### config.mk
export PLATFORM = sky130hd
export DESIGN_NAME = regfile_dump_flat
export DESIGN_NICKNAME = d
export VERILOG_FILES = /design/src/rtl/regfile_dump_if.sv /design/src/rtl/regfile_dump.sv /design/src/flat_wrapper.sv
export SDC_FILE = /design/constraint.sdc
export NUM_CORES = 2
export LEC_CHECK = 0
export ABC_AREA = 0
export BUFFER_PORTS_ARGS = -buffer_cell sky130_fd_sc_hd__buf_2
export CAP_MARGIN = 30
export CORE_ASPECT_RATIO = 1.5
export CORE_MARGIN = 2
export CORE_UTILIZATION = 47
export DETAILED_ROUTE_END_ITERATION = 7
export GPL_ROUTABILITY_DRIVEN = 0
export PLACE_DENSITY_LB_ADDON = 0.25
export SETUP_SLACK_MARGIN = 0.15
export SKIP_LAST_GASP = 1
export SYNTH_ARGS = -nofsm -noshare
export SYNTH_HDL_FRONTEND = slang
export SYNTH_SLANG_ARGS = --single-unit
### constraint.sdc
create_clock -name clk -period 3.8 [get_ports clk]
set_input_delay 0 -clock clk [delete_from_list [all_inputs] [get_ports clk]]
set_output_delay 0 -clock clk [all_outputs]
set_load 0.02 [all_outputs]
### src/rtl/regfile_dump_if.sv
// Dump beat stream between regfile_dump (master) and its consumer (slave).
// Carries the valid/ready handshake together with the beat index and value.
interface regfile_dump_if #(
  parameter int unsigned NB_DATA = 32,
  parameter int unsigned NB_ADDR = 5
);
  logic               o_dump_valid;
  logic               i_dump_ready;
  logic [NB_ADDR-1:0] o_dump_addr;
  logic [NB_DATA-1:0] o_dump_data;

  modport master (output o_dump_valid, o_dump_addr, o_dump_data, input i_dump_ready);
  modport slave  (input o_dump_valid, o_dump_addr, o_dump_data, output i_dump_ready);
endinterface

### src/rtl/regfile_dump.sv
// Register file with two combinational read ports and a streaming full-register dump.
// Optional same-cycle write-to-read forwarding is enabled with `define REGFILE_BYPASS_EN.
module regfile_dump #(
  parameter int unsigned NB_DATA  = 32,
  parameter int unsigned NB_ADDR  = 5,
  parameter int unsigned ZERO_REG = 1
) (
  input  logic               clk,
  input  logic               i_rst_n,
  input  logic               i_we,
  input  logic [NB_ADDR-1:0] i_wr_addr,
  input  logic [NB_DATA-1:0] i_wr_data,
  input  logic [NB_ADDR-1:0] i_rd_addr1,
  input  logic [NB_ADDR-1:0] i_rd_addr2,
  output logic [NB_DATA-1:0] o_rd_data1,
  output logic [NB_DATA-1:0] o_rd_data2,
  input  logic               i_dump_start,
  regfile_dump_if.master     dump,
  output logic               o_dump_busy,
  output logic               o_dump_done
);

  localparam int unsigned        DEPTH    = 2 ** NB_ADDR;
  localparam logic [NB_ADDR-1:0] LAST_IDX = NB_ADDR'(DEPTH - 1);
  localparam bit                 ZERO_EN  = (ZERO_REG != 0);

  typedef enum logic [1:0] {
    S_IDLE,
    S_SEND,
    S_DONE
  } state_e;

  logic [NB_DATA-1:0] mem_q [DEPTH];
  logic               wr_en_c;

  state_e             state_q,  state_d;
  logic [NB_ADDR-1:0] idx_q,    idx_d;
  logic               valid_q,  valid_d;
  logic               busy_q,   busy_d;
  logic               done_q,   done_d;
  logic [NB_ADDR-1:0] addr_q,   addr_d;
  logic [NB_DATA-1:0] data_q,   data_d;
  logic               load_c;

  assign wr_en_c = i_we && !(ZERO_EN && (i_wr_addr == '0));

  // Storage array; reset clears every entry.
  always_ff @(posedge clk or negedge i_rst_n) begin
    if (!i_rst_n) begin
      mem_q <= '{default: '0};
    end else if (wr_en_c) begin
      mem_q[i_wr_addr] <= i_wr_data;
    end
  end

  function automatic logic [NB_DATA-1:0] rd_port(input logic [NB_ADDR-1:0] addr);
    logic [NB_DATA-1:0] val;
    val = mem_q[addr];
    if (ZERO_EN && (addr == '0)) val = '0;
`ifdef REGFILE_BYPASS_EN
    else if (i_we && (addr == i_wr_addr)) val = i_wr_data;
`endif
    return val;
  endfunction

  always_comb begin
    o_rd_data1 = rd_port(i_rd_addr1);
    o_rd_data2 = rd_port(i_rd_addr2);
  end

  // Dump state and beat registers.
  always_ff @(posedge clk or negedge i_rst_n) begin
    if (!i_rst_n) begin
      state_q <= S_IDLE;
      idx_q   <= '0;
      valid_q <= 1'b0;
      busy_q  <= 1'b0;
      done_q  <= 1'b0;
      addr_q  <= '0;
      data_q  <= '0;
    end else begin
      state_q <= state_d;
      idx_q   <= idx_d;
      valid_q <= valid_d;
      busy_q  <= busy_d;
      done_q  <= done_d;
      addr_q  <= addr_d;
      data_q  <= data_d;
    end
  end

  // Beat loads sample mem_q before this edge's write lands, so a beat carries pre-write contents.
  always_comb begin
    state_d = state_q;
    idx_d   = idx_q;
    valid_d = valid_q;
    busy_d  = busy_q;
    done_d  = 1'b0;
    addr_d  = addr_q;
    data_d  = data_q;
    load_c  = 1'b0;

    unique case (state_q)
      S_IDLE: begin
        valid_d = 1'b0;
        busy_d  = 1'b0;
        if (i_dump_start) begin
          state_d = S_SEND;
          idx_d   = '0;
          busy_d  = 1'b1;
          load_c  = 1'b1;
        end
      end
      S_SEND: begin
        if (valid_q && dump.i_dump_ready) begin
          if (idx_q == LAST_IDX) begin
            state_d = S_DONE;
            valid_d = 1'b0;
            done_d  = 1'b1;
          end else begin
            idx_d  = idx_q + NB_ADDR'(1);
            load_c = 1'b1;
          end
        end
      end
      S_DONE: begin
        state_d = S_IDLE;
        busy_d  = 1'b0;
      end
      default: state_d = S_IDLE;
    endcase

    if (load_c) begin
      valid_d = 1'b1;
      addr_d  = idx_d;
      data_d  = (ZERO_EN && (idx_d == '0)) ? '0 : mem_q[idx_d];
    end
  end

  assign dump.o_dump_valid = valid_q;
  assign dump.o_dump_addr  = addr_q;
  assign dump.o_dump_data  = data_q;
  assign o_dump_busy       = busy_q;
  assign o_dump_done       = done_q;

endmodule

### src/flat_wrapper.sv
// flat-port wrapper written by rule: the top's interface ports become plain ports
module regfile_dump_flat 
#(
  parameter int unsigned NB_DATA  = 32,
  parameter int unsigned NB_ADDR  = 5,
  parameter int unsigned ZERO_REG = 1
)
  (clk, i_rst_n, i_we, i_wr_addr, i_wr_data, i_rd_addr1, i_rd_addr2, o_rd_data1, o_rd_data2, i_dump_start, o_dump_busy, o_dump_done, dump_o_dump_valid, dump_o_dump_addr, dump_o_dump_data, dump_i_dump_ready);
  regfile_dump_if #(.NB_DATA(NB_DATA), .NB_ADDR(NB_ADDR)) dump_i ();
  input  logic clk;
  input  logic i_rst_n;
  input  logic i_we;
  input  logic [NB_ADDR-1:0] i_wr_addr;
  input  logic [NB_DATA-1:0] i_wr_data;
  input  logic [NB_ADDR-1:0] i_rd_addr1;
  input  logic [NB_ADDR-1:0] i_rd_addr2;
  output logic [NB_DATA-1:0] o_rd_data1;
  output logic [NB_DATA-1:0] o_rd_data2;
  input  logic i_dump_start;
  output logic o_dump_busy;
  output logic o_dump_done;
  output wire logic [$bits(dump_i.o_dump_valid)-1:0] dump_o_dump_valid;
  output wire logic [$bits(dump_i.o_dump_addr)-1:0] dump_o_dump_addr;
  output wire logic [$bits(dump_i.o_dump_data)-1:0] dump_o_dump_data;
  input wire logic [$bits(dump_i.i_dump_ready)-1:0] dump_i_dump_ready;
  assign dump_o_dump_valid = dump_i.o_dump_valid;
  assign dump_o_dump_addr = dump_i.o_dump_addr;
  assign dump_o_dump_data = dump_i.o_dump_data;
  assign dump_i.i_dump_ready = dump_i_dump_ready;
  regfile_dump #(.NB_DATA(NB_DATA), .NB_ADDR(NB_ADDR), .ZERO_REG(ZERO_REG)) u_core (.clk(clk), .i_rst_n(i_rst_n), .i_we(i_we), .i_wr_addr(i_wr_addr), .i_wr_data(i_wr_data), .i_rd_addr1(i_rd_addr1), .i_rd_addr2(i_rd_addr2), .o_rd_data1(o_rd_data1), .o_rd_data2(o_rd_data2), .i_dump_start(i_dump_start), .dump(dump_i), .o_dump_busy(o_dump_busy), .o_dump_done(o_dump_done));
endmodule
Word level (Yosys, flattened, before mapping)
Index checks and enable logic that the tools add are counted.
{"block": "op_classes", "order_cmp": 5, "eq_ne": 8, "mux": 35, "reduce_logical": 13, "n_bitwise": 4, "add_sub_neg": 1}
{"operator": "1024-bit bitwise mux", "count": 1}
{"operator": "32-bit binary-select mux with 5-bit select", "count": 3}
{"operator": "32-bit two-way mux", "count": 10}
{"operator": "32-bit demux with 5-bit select", "count": 1}
{"operator": "6-bit >= comparator, second input constant", "count": 4}
{"operator": "5-bit NOT with 6-bit output", "count": 4}
{"operator": "5-bit logical NOT", "count": 4}
{"operator": "5-bit two-way mux", "count": 3}
{"operator": "5-bit case mux with 2 select lines", "count": 1}
{"operator": "1-bit two-way mux", "count": 9}
{"operator": "6-bit by 1-bit < comparator with 1-bit output, second input constant", "count": 1}
{"operator": "2-bit two-way mux", "count": 3}
{"operator": "3-bit by 1-bit != test with 1-bit output, second input constant", "count": 2}
{"operator": "1-bit case mux with 2 select lines", "count": 3}
{"operator": "3-bit AND reduction", "count": 2}
{"operator": "5-bit by 1-bit adder with 5-bit output, second input constant", "count": 1}
{"operator": "5-bit equality test, second input constant", "count": 1}
{"operator": "2-bit by 1-bit != test with 1-bit output, second input constant", "count": 2}
{"operator": "2-bit case mux with 2 select lines", "count": 1}
{"operator": "1-bit logical AND", "count": 3}
{"operator": "3-bit nonzero test", "count": 1}
{"operator": "2-bit by 1-bit equality test with 1-bit output, second input constant", "count": 1}
{"operator": "2-bit equality test, second input constant", "count": 1}
{"operator": "2-bit logical NOT", "count": 1}
{"operator": "other kinds (3)", "count": 3}
{"block": "totals", "out_inout_bits": 104, "reg_bits": 1071, "word_cells": 105}

Depth between registers and ports, before layout
{"block": "logic_depth", "depth_word": 9, "depth_mapped": 13, "ltp_nobuf": 9}

Worst setup path after synthesis
Ideal clock, no wire load.
{"block": "synth_timing", "path_type": "reg2reg", "start": "reg u_core.idx_q[0]", "end": "reg u_core.data_q[12] (netlist: u_core.dump.o_dump_data[12])", "setup_time_ns": 0.141, "slack_ns": 0.963, "arrival_time_ns": 2.695, "synth_period_minus_slack_ns": 2.837, "required_ns": 3.659, "n_path_buf": 3, "stages_incl_launch_ff": 12, "path_cell_list": "dfrtp_1 > ha_1 > and4_1 > or3_1 > and2_1 > buf_6 > inv_4 > buf_6 > buf_2 > mux4_2 > a22oi_1 > nand4_1"}
{"block": "synth_between", "elab_chain_len": 9}
{"element": "start, declared", "line": "regfile_dump.sv:37", "text": "logic [NB_ADDR-1:0] idx_q, idx_d;"}
{"element": "start signal, assigned", "line": "regfile_dump.sv:83", "text": "idx_q <= idx_d;"}
{"element": "5-bit by 1-bit adder with 5-bit output or 5-bit equality test (tied branches)", "line": "regfile_dump.sv:121, regfile_dump.sv:116"}
{"element": "5-bit two-way mux", "line": "regfile_dump.sv:116", "text": "if (idx_q == LAST_IDX) begin"}
{"element": "5-bit two-way mux", "line": "regfile_dump.sv:115", "text": "if (valid_q && dump.i_dump_ready) begin"}
{"element": "5-bit case mux with 2 select lines", "line": "regfile_dump.sv:103", "text": "unique case (state_q)"}
{"element": "5-bit NOT with 6-bit output (not written as such)", "line": "regfile_dump.sv:136", "text": "data_d = (ZERO_EN && (idx_d == '0)) ? '0 : mem_q[idx_d];"}
{"element": "32-bit binary-select mux with 5-bit select", "line": "regfile_dump.sv:136"}
{"element": "32-bit two-way mux (not written as such) (2 in a row)", "line": "regfile_dump.sv:136"}
{"element": "32-bit two-way mux", "line": "regfile_dump.sv:136"}
{"element": "end signal, assigned", "line": "regfile_dump.sv:88", "text": "data_q <= data_d;"}
{"element": "end, declared", "line": "regfile_dump.sv:42", "text": "logic [NB_DATA-1:0] data_q, data_d;"}
Several ways; a longest one is shown, not always the timed one. The select of a mux whose other input is x is not followed.
A chain may end at the register's enable or synchronous reset.

Worst setup path after layout
{"block": "layout_timing", "start": "reg u_core.idx_q[0]", "end": "reg u_core.data_q[6] (netlist: u_core.dump.o_dump_data[6])"}
Same word-level chain as after synthesis.

==> impl_metrics.ini <==
[outcome]
status = completed

[layout]
syn_to_final_growth_pct = 11.6
num-fill-cells = 11200
nNetsFinal = 4371
fin_area_um2 = 71000
final_core_util_pct = 52.8
instances_no_fill = 6159
drive_gt1_share_pct = 53.0

[power_and_ir_drop]
power_frac_comb_pct = 32.9
pwr-share-seq_pct = 39.1
p_int_mw = 27.0
power_leakage_nw = 29.9
ir_drop_v = 0.000492
p_switching_mw = 13.8
clkPwrFrac_pct = 28.0
sw_frac_of_total_pct = 33.8
p_per_area_nw_per_um2 = 574

[setup_path]
end_kind = register
critPathArrivalTime_ps = 3970
path_class = register to register
critical_path_required_ps = 4390
cp_max_fo = 77
critPathLaunchType = register

[route]
wirelength_mm = 219
via_per_inst = 7.10
ant_nets = 0
drtIter0Drc = 4434
dr.pass1.iters = 5
wl_per_cell_um = 35.5
vias = 43700
drc = 0

[flow_run]
drv_cap = 0

[placement]
place_inst = 5922
numPortBuffers = 155
place_area_um2 = 66800
hpwlAfterDp_mm = 128

[sta]
setup_viol = 0
period_share_pct = 88.7
finalHoldViolations = 0
slew_violations = 0
fmax_ghz = 0.297
rsz0062_at_grt = no
finClkSkew_ps = 32.7
fin_setup_tns_ps = 0
period_needed_ps = 3370
slew_headroom_pct = 24.7
worstMarginPinSlew_ps = 1130

[cts]
cts_buffers = 106
cts.sinks = 1071
clk_pin_slew_ps = 60
cts_buffer_depth = 3
cts_setup_buffers = 0
post_cts_resized = 0
cts_tree = yes
cts_root_buf = clkbuf_16
insertion_delay_ps = 750
htree_levels = 3

[logic_synthesis]
syn_area_per_cell_um2 = 14.6
synth.ff_latch_count = 1071
synth_cell_types = 54
postSynthCellCount = 4360
netlist_area_um2 = 63600
syn_nets = 4413
seq_area_frac_synth_pct = 42.1
ys_warn_count = 0

[grt]
grt_antenna_before_repair = 13
grt_overflow_total = 0
grt_use_total_pct = 31.9
grt_max_degree = 107
grt_pass1_vias = 45000
grt_pass1_wl_mm = 320

[floorplan]
io_pins = 156
die_y_um = 455
core_area_um2 = 135000
rows = 165
die_x_um = 304
start_util_pct = 47.3
die-area_um2 = 138000

[hold_path]
hold_class = input pin to register
[power by group through the flow]
stage          Sequential (mW)  Combinational, mW  Clock (mW)
6_report                  15.9               13.4        11.4
5_1_grt                   16.2               14.2        12.0
4_1_cts                   15.8               13.4        11.6
3_5_place_dp              16.0               13.3           0
3_3_place_gp              15.9               13.1           0
2_1_floorplan             15.4               9.63           0
[synth_stat cells, drive strengths merged]
cell / instances / area [µm²]
and2: 3 / 18.8
a22oi: 30 / 230
a21oi: 134 / 674
nand2: 310 / 1160
mux2: 992 / 11200
o211ai: 1 / 12.5
a22o: 4 / 35.0
o21ai: 4 / 20.0
o2111ai: 1 / 26.3
or3: 2 / 12.5
ha: 1 / 12.5
nor2: 85 / 322
mux4: 768 / 17300
and4b: 1 / 10.0
a311o: 1 / 11.3
a21o: 1 / 7.51
a32oi: 32 / 280
a21boi: 1 / 7.51
or3b: 1 / 11.3
a31oi: 1 / 6.26
nand4b: 3 / 41.3
a221oi: 96 / 872
buf: 186 / 907
o2bb2ai: 1 / 8.76
nand2b: 3 / 18.8
inv: 5 / 21.3
a2111oi: 32 / 358
or2: 1 / 6.26
nor3: 7 / 35.0
or4: 2 / 15.0
nand3: 73 / 365
nor3b: 3 / 22.5
nor2b: 3 / 18.8
nand4: 31 / 194
o22ai: 1 / 6.26
and3: 3 / 18.8
nand3b: 3 / 22.5
mux2i: 128 / 1280
and4: 1 / 8.76
dfrtp: 1071 / 26800
clkbuf: 334 / 1250
[sequential cells by signal, indices dropped and copies added, names as in the netlist]
signal / count
u_core.mem_q: 1024
u_core.dump.o_dump_data: 32
u_core.dump.o_dump_addr: 5
u_core.idx_q: 5
u_core.state_q: 2
u_core.dump.o_dump_valid: 1
u_core.o_dump_busy: 1
u_core.o_dump_done: 1
[layer usage]
layer	vias up	track usage [%]	part of all wire [%]
li1	17100	-	-
met5	-	0	0.022
met1	23700	40.4	37
met3	646	5.77	7.9
met4	8	18.3	6.4
met2	2255	51.9	49
[cells by family (layout without fill, tap and decap cells)]
logic type / count (synthesis) / in the layout / share of synthesized area [%]
multiplexers: 1888 / 1888 / 46.8
buffers and inverters: 525 / 566 / 3.43
flip-flops: 1071 / 1071 / 42.1
other: 0 / 5 / 0
AND/OR/NAND/NOR: 535 / 535 / 3.62
adder cells (fa/ha/maj): 1 / 1 / 0.0197
AO/OA/AOI/OAI: 340 / 340 / 4.02
[repair_timing]
| action | in CTS | in global routing |
|---|---|---|
| hold buffers | 39 | 0 |
| endpoints found under the setup margin | 0 | 0 |
| hold endpoints to repair | 1516 | 0 |
[layout make-up]
class / instances / area [µm²] / area share (%)
Clock inverter: 45 / 632 / 0.890
Tap cell: 1753 / 2190 / 3.09
Multi-Input combinational cell: 2764 / 34900 / 49.2
Antenna cell: 5 / 12.5 / 0.0176
Clock buffer: 146 / 3070 / 4.32
Inverter: 5 / 42.5 / 0.0599
Sequential cell: 1071 / 26800 / 37.7
Timing Repair Buffer: 370 / 3340 / 4.71
[metrics by stage]
stage / total power [mW] / setup slack, ps / hold WS (ps)
floorplan: 25.0 / 963 / -296
global placement: 29.0 / 488 / 115
global route: 42.4 / 275 / 95.7
finish: 40.7 / 429 / 87.6
CTS: 40.8 / 469 / 33.5
detailed placement: 29.3 / 466 / 103
[final timing paths]
check                           slack, ps  depth (start not counted)                           start                                     end
worst max-delay path                  430                          9       u_core.idx_q[0]$_DFF_PN0_  u_core.dump.o_dump_data[6]$_DFFE_PN0P_
worst min-delay path                   90                          4                            i_we           u_core.mem_q[217]$_DFFE_PN0P_
worst max register to register        430                          9       u_core.idx_q[0]$_DFF_PN0_  u_core.dump.o_dump_data[6]$_DFFE_PN0P_
worst min register to register        420                          0  u_core.mem_q[1007]$_DFFE_PN0P_          u_core.mem_q[1007]$_DFFE_PN0P_
max in group asynchronous            2980                          3                         i_rst_n           u_core.mem_q[202]$_DFFE_PN0P_
min in group asynchronous             150                          3                         i_rst_n           u_core.mem_q[230]$_DFFE_PN0P_
[worst max-delay path, cell delays in order (launching register included)]
cell,delay (ps)
dfrtp_1,410
ha_1,270
and4_1,260
or3_1,380
and2_4,200
inv_16,320
buf_4,380
mux4_2,530
a22oi_1,240
nand4_1,110
[cells in the final DEF, fill, tap and decap left out, types with 38 or more instances in the layout]
master / n
a21oi_1: 133
a221oi_1: 91
buf_12: 58
buf_2: 144
buf_4: 120
clkbuf_16: 109
dfrtp_1: 1071
dlygate4sd3_1: 38
mux2_2: 992
mux2i_1: 128
mux4_2: 768
nand2_1: 296
nand3_1: 71
nor2_1: 70
(Power assumes the default switching activity.)
